### config.mk
export PLATFORM = sky130hd
export DESIGN_NAME = fns_ftf_encoder_pipe
export DESIGN_NICKNAME = d
export VERILOG_FILES = /design/src/rtl/fns_ftf_encoder_pipe.sv
export SDC_FILE = /design/constraint.sdc
export NUM_CORES = 1
export LEC_CHECK = 0
export ABC_AREA = 1
export CAP_MARGIN = 20
export CORE_ASPECT_RATIO = 1.25
export CORE_MARGIN = 1.5
export CORE_UTILIZATION = 43
export DETAILED_ROUTE_END_ITERATION = 6
export GPL_TIMING_DRIVEN = 0
export PLACE_DENSITY_LB_ADDON = 0.05
export SLEW_MARGIN = 0
export SYNTH_ARGS = -nofsm -noshare
export SYNTH_HDL_FRONTEND = slang
export SYNTH_SLANG_ARGS = --single-unit
### constraint.sdc
create_clock -name clk -period 5.7 [get_ports clk]
set_clock_uncertainty 0.2 [all_clocks]
set_input_delay 1.71 -clock clk [delete_from_list [all_inputs] [get_ports clk]]
set_output_delay 1.71 -clock clk [all_outputs]
set_load 0.03 [all_outputs]
### src/rtl/fns_ftf_encoder_pipe.sv
// Pipelined Fibonacci-numeral-system forbidden-transition-free encoder.
// One codeword bit is decided per stage, MSB first, with a global-stall valid/ready stream.
module fns_ftf_encoder_pipe #(
  parameter int CW = 6,
  parameter int DW = 4
) (
  input  logic          clk,
  input  logic          rst_n,
  input  logic          in_valid,
  output logic          in_ready,
  input  logic [DW-1:0] in_data,
  output logic          out_valid,
  input  logic          out_ready,
  output logic [CW-1:0] out_code,
  output logic          out_err
);

  function automatic int unsigned fib(input int n);
    int unsigned a;
    int unsigned b;
    int unsigned t;
    a = 1;
    b = 1;
    for (int i = 3; i <= n; i++) begin
      t = a + b;
      a = b;
      b = t;
    end
    return b;
  endfunction

  localparam int unsigned   RANGE   = fib(CW + 2);
  localparam int            RW      = (DW > $clog2(RANGE)) ? DW : $clog2(RANGE);
  localparam logic [31:0]   RANGE_W = 32'(RANGE);
  localparam logic [RW-1:0] SAT     = RW'(RANGE - 1);

  logic          adv;
  logic          err_in;
  logic          valid_reg [CW];
  logic          err_reg   [CW];
  logic [RW-1:0] res_reg   [CW];
  logic [CW-1:0] code_reg  [CW];
  logic [RW-1:0] res_next  [CW];
  logic [CW-1:0] code_next [CW];

  assign out_valid = valid_reg[CW-1];
  assign out_code  = code_reg[CW-1];
  assign out_err   = err_reg[CW-1];

  assign adv      = !out_valid || out_ready;
  assign in_ready = adv || !rst_n;

  // Out-of-range inputs saturate to the largest codable value.
  assign err_in       = {{(32-DW){1'b0}}, in_data} >= RANGE_W;
  assign res_next[0]  = err_in ? SAT : RW'(in_data);
  assign code_next[0] = '0;

  for (genvar gi = 1; gi < CW; gi++) begin : g_stage
    localparam int            K    = CW - gi + 1;
    localparam logic [RW-1:0] F_LO = RW'(fib(K));
    localparam logic [RW-1:0] F_HI = RW'(fib(K + 1));

    logic          prev_bit;
    logic          bit_d;
    logic [RW-1:0] res_in;
    logic [RW-1:0] res_out;

    // The MSB stage behaves like any other with an implicit d[CW+1]=0.
    if (gi == 1) begin : g_top
      assign prev_bit = 1'b0;
    end else begin : g_mid
      assign prev_bit = code_reg[gi-1][K];
    end

    assign res_in       = res_reg[gi-1];
    assign bit_d        = (res_in >= F_HI) || ((res_in >= F_LO) && prev_bit);
    assign res_out      = bit_d ? res_in - F_LO : res_in;
    assign res_next[gi] = res_out;

    if (gi == CW - 1) begin : g_last
      assign code_next[gi] = code_reg[gi-1] | (CW'(bit_d) << (K - 1)) | CW'(res_out[0]);
    end else begin : g_body
      assign code_next[gi] = code_reg[gi-1] | (CW'(bit_d) << (K - 1));
    end
  end

  always_ff @(posedge clk) begin
    if (!rst_n) begin
      for (int i = 0; i < CW; i++) begin
        valid_reg[i] <= 1'b0;
        err_reg[i]   <= 1'b0;
        res_reg[i]   <= '0;
        code_reg[i]  <= '0;
      end
    end else if (adv) begin
      valid_reg[0] <= in_valid;
      err_reg[0]   <= err_in;
      res_reg[0]   <= res_next[0];
      code_reg[0]  <= code_next[0];
      for (int i = 1; i < CW; i++) begin
        valid_reg[i] <= valid_reg[i-1];
        err_reg[i]   <= err_reg[i-1];
        res_reg[i]   <= res_next[i];
        code_reg[i]  <= code_next[i];
      end
    end
  end

endmodule

==> results.toml, run 1 <==
[timing]
clock.fmax_mhz = 190
rsz0062_at_grt = "false"
period_share_pct = 92.1
setup_violations = 0
layout_min_cycle_time_ps = 5250
report.final.slew_viol_count = 0
hold_viol_final = 0
fin_worst_hold_slack_ps = 245
setup_ws_ps = 449

[final_layout]
stdcell_count = 319
syn_to_final_growth_pct = 15.9
fillerInstances = 522
nets = 269
largest_reg_flops = 24
num_antenna_cells = 0
drive_gt1_share_pct = 12.2

[yosys]
synth_cells = 230
yosys_register_bits = 52
async_flop_share_pct = 0
yosysUniqueCellTypes = 28
yosys_most_used_dff = "edfxtp_1"
synth_area_um2 = 2390
synthTopCellsByArea = "edfxtp_1, inv_1, nor2_1"
synth_edf_count = 47
yosysTopAreaCellShare_pct = 59.1
avgSynthCellArea_um2 = 10.4
syn_nets = 245
synth_top_area_cell = "edfxtp_1"
yosysSeqAreaShare_pct = 63.3
ys_warn_count = 0

[placement]
portBuffers = 16
dpl.hpwl_um = 2480
gp_congestion = 0.764
place_ws_ps = 426
numPlacedInstances = 311

[clocking]
hold_buffers = 0
cts_resized = 0
cts_tree = "yes"
root_buffer = "clkbuf_8"
h-tree-depth = 2
post_cts.repair.setup_buffers = 0
clk_pin_slew_ps = 90
cts_max_path_buffers = 2
cts.sinks = 52
cts_made_buffers = 5
clock_latency_ps = 300

[drt]
avgRoutedWirePerCell_um = 11.4
firstDrtPassIters = 4
drtIter0Drc = 81
antenna_left = 0
drc = 0
viasPerCell = 4.67
wirelength_um = 3620
vias = 1490

[global_routing]
grt_pass1_wl_um = 6140
grt_antenna_before_repair = 0
grt_pass1_vias = 1467
grt_max_degree = 38
grt_overflow = 0
grt_use_total_pct = 13.1

[floorplanning]
die_w_um = 69.7
rows = 30
initial_utilization_pct = 44.2
die_area_um2 = 6010
core_area_um2 = 5410
die_h_um = 86.3
ioPinCount = 17

[critical_path]
arrival_ps = 3340
cp.required_ps = 3790
crit_fanout = 17
crit_type = "primary input to output port"
crit_path_end_kind = "output port"
slowest_stage = "clkdlybuf4s50_1"
critPathLaunchType = "primary input"
cpMostUsedCell = "clkdlybuf4s50_1"
max_stage_delay_ps = 730
path_cells = "clkdlybuf4s50_1, nand3_2, clkdlybuf4s50_1"

[power]
ir_worst_vdd_v = 0.000133
power_density_nw_per_um2 = 302
finalPower_w = 0.000836
p_leak_nw = 1.20

[flow_run]
maxCapViolCount = 0

[status]
status = "complete, no violations"

[worst_hold_path]
hp-class = "flop to flop"
[critical path, delay by kind of cell]
family / cells / cell delay (ps)
simple gates: 1 / 370
buf+inv: 2 / 1250
[cell usage after synthesis, types with 3 or more instances]
| library cell | n |
|---|---|
| a21oi_1 | 5 |
| a21oi_2 | 4 |
| buf_2 | 3 |
| dfxtp_1 | 5 |
| edfxtp_1 | 47 |
| ha_1 | 7 |
| inv_1 | 47 |
| inv_2 | 3 |
| nand2_1 | 27 |
| nand2_2 | 5 |
| nand3_1 | 11 |
| nor2_1 | 41 |
| o21ai_1 | 3 |
| o22ai_1 | 4 |
[logic make-up after synthesis]
logic type / after synthesis / share of synthesized area [%]
simple gates: 90 / 16.4
buf+inv: 55 / 8.96
flops: 52 / 63.3
compound gates: 21 / 6.02
fa+ha+maj: 7 / 3.67
xor+xnor: 4 / 1.47
other cells: 1 / 0.157
[stage by stage]
| stage | TNS (ps) | utilization, % | instance area, um^2 |
|---|---|---|---|
| floorplan | 0 | - | 2390 |
| global placement | -1210 | 48.6 | 2630 |
| detailed placement | 0 | 49.1 | 2650 |
| CTS | 0 | 51.2 | 2770 |
| global route | 0 | 51.2 | 2770 |
| finish | 0 | 51.2 | 2770 |
[worst paths after layout]
check	from	end	slack (ps)	depth (start not counted)
max	rst_n	in_ready	450	3
min	err_reg[0]$_SDFF_PP0_	err_reg[0]$_SDFF_PP0_	250	2
max reg2reg	res_reg[0][10]$_SDFFCE_PN0P_	res_reg[0][16]$_SDFFCE_PN0P_	3940	7
min reg2reg	err_reg[0]$_SDFF_PP0_	err_reg[0]$_SDFF_PP0_	250	2
[power breakdown]
part,total (W),switching [W],internal (W)
clock network,0.000255,0.000123,0.000132
registers,0.000462,0.0000141,0.000448
logic,0.000119,0.0000707,0.0000480
total,0.000836,0.000208,0.000628
[layout by cell type (no fill, tap or decap), types with 2 or more instances in the layout]
cell type and instances:
a21oi_1 5, a21oi_2 4, buf_2 3, clkbuf_8 5, clkdlybuf4s50_1 16, dfxtp_1 5, edfxtp_1 47, ha_1 7
inv_1 47, inv_2 3, nand2_1 27, nand2_2 5, nand2_4 2, nand3_1 10, nand3_2 2, nor2_1 41
o21ai_0 2, o21ai_1 3, o22ai_1 4, xnor2_1 2, xor2_1 2
[layout make-up]
type,instances,area (um^2),share of cell area (%)
Buffer,4,22.5,0.813
Clock buffer,5,68.8,2.49
Clock inverter,3,46.3,1.67
Inverter,51,191,6.91
Multi-Input combinational cell,123,668,24.1
Sequential cell,52,1510,54.6
Tap cell,64,80.1,2.89
Timing Repair Buffer,17,180,6.51
[routing by layer]
metal	vias up	global-route usage [%]	share of wire, %
met5	-	0	0
met1	690	13.3	41
li1	773	-	-
met3	7	3.37	3.3
met4	0	5.94	2.4
met2	20	25.1	53
Power figures use the tool's default switching activity.
==> run 2: changes to the inputs <==
--- a/config.mk
+++ b/config.mk
@@ -12,6 +12,7 @@
 export CORE_UTILIZATION = 43
 export DETAILED_ROUTE_END_ITERATION = 6
 export GPL_TIMING_DRIVEN = 0
+export HOLD_SLACK_MARGIN = 0.05
 export PLACE_DENSITY_LB_ADDON = 0.05
 export SLEW_MARGIN = 0
 export SYNTH_ARGS = -nofsm -noshare
==> constraint.sdc (replaced) <==
create_clock -name clk -period 5.7 [get_ports clk]
set_clock_uncertainty 0.2 [all_clocks]
set_input_delay 1.71 -clock clk [delete_from_list [all_inputs] [get_ports clk]]
set_output_delay 1.71 -clock clk [all_outputs]
set_load 0.01 [all_outputs]
==> results of run 2 <==
The final DEF is identical to that of run 1. Status: complete, no violations.
Among the figures that moved: setup slack after placement 426 ps -> 540 ps; setup slack after layout 449 ps -> 564 ps; total power 0.000836 W -> 0.000827 W
